## src/rtl/fixed_point_pkg.sv

```systemverilog
// fixed_point_pkg: shared types and modelling-style names for the fixed-point arithmetic IP
package fixed_point_pkg;
  typedef enum logic [1:0] {IDLE, RUN, DONE} serial_add_state_e;
  localparam string MODEL_BEHAVIORAL = "Behavioral";
  localparam string MODEL_DATAFLOW = "DataFlow";
  localparam string MODEL_STRUCTURAL = "Structural";
endpackage

```

## src/rtl/serial_add_cell.sv

```systemverilog
// serial_full_add_cell: 1-bit full adder built from two half adders in a selectable modelling style
module half_add
  import fixed_point_pkg::*;
#(
  parameter string MODEL = MODEL_BEHAVIORAL
) (
  input  logic a,
  input  logic b,
  output logic s,
  output logic co
);
  if (MODEL == MODEL_STRUCTURAL) begin : g_struct
    xor u_xor (s, a, b);
    and u_and (co, a, b);
  end else if (MODEL == MODEL_DATAFLOW) begin : g_dataflow
    assign s = a ^ b;
    assign co = a & b;
  end else begin : g_behav
    // two-bit sum of the operands gives carry and sum together
    always_comb {co, s} = {1'b0, a} + {1'b0, b};
  end
endmodule

module serial_full_add_cell
  import fixed_point_pkg::*;
#(
  parameter string MODEL = MODEL_BEHAVIORAL
) (
  input  logic a,
  input  logic b,
  input  logic ci,
  output logic s,
  output logic co
);
  logic w_s0, w_c0, w_c1;
  half_add #(.MODEL(MODEL)) u_ha0 (.a(a), .b(b), .s(w_s0), .co(w_c0));
  half_add #(.MODEL(MODEL)) u_ha1 (.a(w_s0), .b(ci), .s(s), .co(w_c1));
  assign co = w_c0 | w_c1;
endmodule

```

## src/rtl/serial_add.sv

```systemverilog
// serial_add: bit-serial two's complement adder, one bit per clock, valid/ready on both sides
module serial_add
  import fixed_point_pkg::*;
#(
  parameter int    WIDTH = 16,
  parameter string MODEL = MODEL_BEHAVIORAL
) (
  input  logic             clk,
  input  logic             rst,
  input  logic             in_valid,
  output logic             in_ready,
  input  logic [WIDTH-1:0] a,
  input  logic [WIDTH-1:0] b,
  input  logic             ci,
  output logic             out_valid,
  input  logic             out_ready,
  output logic [WIDTH-1:0] c,
  output logic             co,
  output logic             ovf
);
  localparam int CW = $clog2(WIDTH);
  localparam logic [CW-1:0] LAST = CW'(WIDTH - 1);
  serial_add_state_e r_state, w_next;
  logic [WIDTH-1:0] r_a, r_b, r_c;
  logic [CW-1:0] r_cnt;
  logic r_carry, r_co, r_ovf;
  logic w_s, w_co, w_accept, w_last;
  serial_full_add_cell #(.MODEL(MODEL)) u_cell (
    .a(r_a[0]), .b(r_b[0]), .ci(r_carry), .s(w_s), .co(w_co)
  );
  assign c = r_c;
  assign co = r_co;
  assign ovf = r_ovf;
  // handshake outputs and next state; DONE can hand straight over to a new operation
  always_comb begin
    in_ready = (r_state == IDLE) | ((r_state == DONE) & out_ready);
    out_valid = r_state == DONE;
    w_accept = in_valid & in_ready;
    w_last = r_cnt == LAST;
    w_next = w_accept ? RUN
           : (r_state == RUN) ? (w_last ? DONE : RUN)
           : ((r_state == DONE) & out_ready) ? IDLE
           : r_state;
  end
  // state register
  always_ff @(posedge clk or posedge rst) begin
    if (rst) r_state <= IDLE;
    else r_state <= w_next;
  end
  // operand capture, LSB-first shifting and result/flag registers
  always_ff @(posedge clk or posedge rst) begin
    if (rst) begin
      r_a <= '0;
      r_b <= '0;
      r_c <= '0;
      r_cnt <= '0;
      r_carry <= 1'b0;
      r_co <= 1'b0;
      r_ovf <= 1'b0;
    end else if (w_accept) begin
      r_a <= a;
      r_b <= b;
      r_carry <= ci;
      r_cnt <= '0;
    end else if (r_state == RUN) begin
      r_a <= r_a >> 1;
      r_b <= r_b >> 1;
      r_c <= {w_s, r_c[WIDTH-1:1]};
      r_carry <= w_co;
      r_cnt <= r_cnt + CW'(1);
      if (w_last) begin
        r_co <= w_co;
        r_ovf <= r_carry ^ w_co;
      end
    end
  end
endmodule

```

## config.mk

```make
export PLATFORM = sky130hd
export DESIGN_NAME = serial_add
export DESIGN_NICKNAME = d
export VERILOG_FILES = /design/src/rtl/fixed_point_pkg.sv /design/src/rtl/serial_add_cell.sv /design/src/rtl/serial_add.sv
export SDC_FILE = /design/constraint.sdc
export NUM_CORES = 1
export LEC_CHECK = 0
export ABC_AREA = 1
export CELL_PAD_IN_SITES_DETAIL_PLACEMENT = 1
export CELL_PAD_IN_SITES_GLOBAL_PLACEMENT = 1
export CORE_AREA = 3 3 66 130
export CTS_CLUSTER_SIZE = 28
export DETAILED_ROUTE_END_ITERATION = 12
export DIE_AREA = 0 0 69 133
export GPL_ROUTABILITY_DRIVEN = 0
export PLACE_DENSITY = 0.76
export RECOVER_POWER = 100
export SKIP_CTS_REPAIR_TIMING = 1
export SLEW_MARGIN = 30
export SYNTH_ARGS = -nofsm -noshare
export SYNTH_HDL_FRONTEND = slang
export SYNTH_SLANG_ARGS = --single-unit
```

## constraint.sdc

```tcl
create_clock -name clk -period 1.58 [get_ports clk]
set_input_delay 0.158 -clock clk [delete_from_list [all_inputs] [get_ports clk]]
set_output_delay 0.158 -clock clk [all_outputs]
set_load 0.005 [all_outputs]
```

======== Word-level counts from Yosys, hierarchy flattened ========
Cells that the tools add are included.
cells by class
  equal/unequal tests ..................... 3
  muxes and demuxes ....................... 12
  bitwise gates (word level) .............. 6
  shifts and indexed selects .............. 0
  $add $sub $neg .......................... 3
  reductions and logical operators ........ 5
  multiply operators ...................... 0
  order comparisons ....................... 0
  divide/modulo/power cells ............... 0
operators with widths
  cell                                                                    number
  16-bit 2-to-1 mux                                                       4
  2-bit 2-to-1 mux                                                        4
  4-bit 2-to-1 mux                                                        2
  1-bit by 1-bit adder with 2-bit output                                  2
  4-bit by 1-bit adder with 4-bit output (second input constant)          1
  4-bit equality test (second input constant)                             1
  3-bit AND reduction                                                     1
  3-bit nonzero test                                                      1
  1-bit bitwise AND                                                       2
  2-bit by 1-bit equality test with 1-bit output (second input constant)  1
  2-bit equality test (second input constant)                             1
  2-bit logical NOT                                                       1
  1-bit 2-to-1 mux                                                        2
  1-bit OR                                                                2
  2-bit AND reduction                                                     1
  2-bit nonzero test                                                      1
  1-bit NOT                                                               1
  1-bit XOR                                                               1
word-level totals
  word-level logic and storage cells ...... 37
  memories ................................ 0
  bits in writable memories ............... 0
  memory bits (read-only) ................. 0
  latch bits .............................. 0
  register bits ........................... 57
  input port bits ......................... 37

======== Longest topological paths before layout ========
  depth in word-level cells ............... 6
  depth in mapped cells ................... 8

======== Cells and area by module ========
A second synthesis with hierarchy kept.
unflattened totals
  cells, all modules ...................... 305
  area total of the unflattened synthesis .. 2528.7 um2
by module, submodules not included
  module                area each (um2)  cells each  times used
  serial_add            2492.4           300         1
  half_add              12.5             1           2
  serial_full_add_cell  11.3             3           1

======== Worst setup path after synthesis ========
Ideal clock, no wire load.
  path type ............................... register -> register
  from .................................... reg r_carry
  to ...................................... reg r_ovf (netlist: ovf)
  stages on the path, launching flop included .. 4
  data required time ...................... 1.452 ns
  setup slack ............................. 0.359 ns
  buffers on the path ..................... 0
  arrival time ............................ 1.093 ns
  cell sequence ........................... dfrtp_1 -> fa_1 -> xnor2_1 -> a21oi_1
on the way
  cells in the longest elaborated chain, start to end .. 3
ends and longest elaborated chain
  what                                    line                   text
  start: declaration                      serial_add.sv:26       logic r_carry, r_co, r_ovf;
  start signal: assignment                serial_add.sv:63       r_carry <= ci;
  start signal: assignment                serial_add.sv:69       r_carry <= w_co;
  1-bit by 1-bit adder with 2-bit output  serial_add_cell.sv:20  always_comb {co, s} = {1'b0, a} + {1'b0, b};
  1-bit OR                                serial_add_cell.sv:38  assign co = w_c0 | w_c1;
  named net u_cell.co                     serial_add_cell.sv:33  output logic co
  1-bit XOR                               serial_add.sv:73       r_ovf <= r_carry ^ w_co;
  end signal: assignment                  serial_add.sv:73
  end: declaration                        serial_add.sv:26
The timed path passes the listed nets, and every way through them passes these cells.
A chain may end at the register's enable or synchronous reset.

======== Final worst setup path ========
  from .................................... reg r_state[1]
  to ...................................... out out_valid
on the way
  cells in the longest elaborated chain, start to end .. 1
ends and longest elaborated chain
  what                      line              text
  start: declaration        serial_add.sv:23  serial_add_state_e r_state, w_next;
  start signal: assignment  serial_add.sv:48  else r_state <= w_next;
  2-bit equality test       serial_add.sv:37  out_valid = r_state == DONE;
  end: declaration          serial_add.sv:15  output logic out_valid,
No other way between the ends.

==> flow_summary.ini <==
[run_status]
status = finished, final reports clean

[pwr]
internal-power_mw = 4.45
combPwrFrac_pct = 38.1
powerDensity_mw_per_mm2 = 2010
power.total_mw = 6.98
clock_power_share_pct = 25.3
p_seq_share_pct = 36.7
power_switching_mw = 2.53
ir_drop_mv = 1.01
leakagePower_nw = 1.74
netSwitchingFraction_pct = 36.2

[critical_path]
reg2reg_slack_ps = 120
r2r_cells = 6
criticalPathCategory = reg -> out
end_kind = primary output
cp.required_ps = 1420
cp_max_fo = 5
cp-start-kind = flip-flop
arrival_ps = 1350

[cts]
clk_path_buf_depth = 2
clock_tree.root_cell = clkbuf_16
clk_pin_slew_ps = 50
clock_latency_ps = 320
cts_made_buffers = 9
clock_sinks = 57
h-tree-depth = 3
cts_tree = built

[placed_design]
hpwl_um = 4570
dpl_cell_area_mm2 = 0.00320
io_buffers = 56
placed_cells = 445

[final_layout]
nets = 403
fin_cells = 460
drive_above_1_share_pct = 7.92
final_area_mm2 = 0.00346
antenna_cells = 0
syn_to_final_growth_pct = 37.7

[timing]
period_share_pct = 95.4
setup_viol_count_final = 0
worstMarginPinSlew_ps = 801
rsz0062_at_grt = no
drv_slew = 0
finClkSkew_ps = 3.98
tns_ps = 0
max_freq_mhz = 663
relSlewSlack_pct = 46.6
final_hold_viol_count = 0
period_minus_slack_ps = 1510

[route]
wl_per_cell_um = 14.1
drtIter0Drc = 102
via_count = 2245
drt.antenna.violating_nets = 0
drt-total-wl_um = 6480
vias_per_cell = 4.88
drc = 0
drt_pass1_iterations = 4

[floorplan]
io_pins = 57
die-width_um = 69
rows = 45
start_util_pct = 32.9
die_y_um = 133
dieArea_mm2 = 0.00918
core_area_mm2 = 0.00766

[synthesis]
postSynthCellCount = 301
synth-seq-cells = 57
syn_area_per_cell_um2 = 8.36
synth_cell_types = 19
syn_nets = 340
synth_top_area_cell = dfrtp_1
synth_area_mm2 = 0.00252
synth_top_cells_by_area = dfrtp_1, nand2_1, nand3_1
synth_top_area_share_pct = 56.7
ys_warn_count = 0
yosysSeqAreaShare_pct = 56.7

[global_route]
met2_usage_pct = 27.6
top_usage_layer = met2
track_usage_pct = 15.5
grt_max_degree = 58
grt_pass1_wl_um = 11200
met3_usage_pct = 2.81
grt_pass1_vias = 2402
met1_usage_pct = 16.8
antenna_found_initial = 0
grt_overflow_total = 0

[run]
cap_violations = 0

[min_path]
hold_depth = 3
min_path_type = in -> reg
per-layer routing:
| layer | wire, um | share of wire, % | up-vias |
|---|---|---|---|
| met3 | 211 | 3.3 | 15 |
| li1 | - | - | 1087 |
| met5 | 0 | 0 | - |
| met1 | 2520 | 39 | 1095 |
| met4 | 197 | 3.0 | 0 |
| met2 | 3550 | 55 | 48 |
path summary, 6_finish.rpt:
| kind | from | endpoint |
|---|---|---|
| worst min register to register | r_a[1] | r_a[0] |
| max in group asynchronous | rst | r_a[10] |
| worst max register to register | r_state[0] | r_a[8] |
| min in group asynchronous | rst | c[9] |
| worst max-delay path | r_state[1] | out_valid |
| worst min-delay path | a[15] | r_a[15] |
kinds of logic after synthesis:
kind of cell               synth area share (%)
buffers and inverters                      5.67
AOI/OAI and AO/OA                         0.696
DFF                                        56.7
adders and majority gates                  1.29
and+or+nand+nor                            35.0
xor gates and xnor gates                  0.696
registers in the layout (all words and copies together) (netlist names):
register  count
c            16
r_a          16
r_b          16
r_cnt         4
r_state       2
co            1
ovf           1
r_carry       1
final cells by class:
type	count	area, um2
Sequential cell	57	1430
Multi-Input combinational cell	217	945
Timing Repair Buffer	69	668
Inverter	10	37.5
Clock buffer	13	270
Fill cell	938	4190
Tap cell	94	118
layout by cell type, fill, tap and decap left out:
master             n
inv_1              6
a21oi_1            1
clkdlybuf4s50_1   36
xnor2_1            1
fa_1               1
clkbuf_2           2
nand2_2            2
dlymetal6s2s_1     1
o21ai_0            1
buf_12             1
xor2_1             1
ha_1               1
clkbuf_1           2
clkbuf_16          9
buf_4              7
dfrtp_1           57
nand2_1          131
o211ai_1           1
clkbuf_4           1
buf_6              1
dlygate4sd3_1     19
clkinv_1           1
inv_2              3
nand3_1           67
clkbuf_8           3
nor2_1            10
power by group through the flow:
| stage | Clock, mW | Combinational, mW | Sequential (mW) |
|---|---|---|---|
| after floorplan | 0 | 1.74 | 2.50 |
| after global placement | 0 | 2.65 | 2.56 |
| after detailed placement | 0 | 2.75 | 2.60 |
| after CTS | 1.81 | 2.79 | 2.58 |
| after global routing | 1.87 | 3.06 | 2.65 |
| final | 1.76 | 2.66 | 2.56 |
metrics by stage:
| stage | worst slack, ps | hold slack, ps | util, % |
|---|---|---|---|
| global placement | 87.3 | 471 | 41.7 |
| detailed placement | 64.7 | 485 | 41.7 |
| floorplan | 22.4 | 275 | - |
| finish | 72.3 | 382 | 45.2 |
| global route | 10.1 | 411 | 45.2 |
| CTS | -58.8 | 222 | 45.3 |
synth_stat cells, drive strengths merged:
master	n
nand3	67
o21ai	1
fa	1
a21oi	1
inv	10
xnor2	1
nor2	10
nand2	133
ha	1
clkbuf	1
o211ai	1
buf	16
xor2	1
dfrtp	57
critical path, cell delays in order (launching register included):
cell and delay (ps):
dfrtp_1 370, inv_2 70, nor2_1 90, clkdlybuf4s50_1 500
Note: power is estimated with default switching activity, not from simulation.
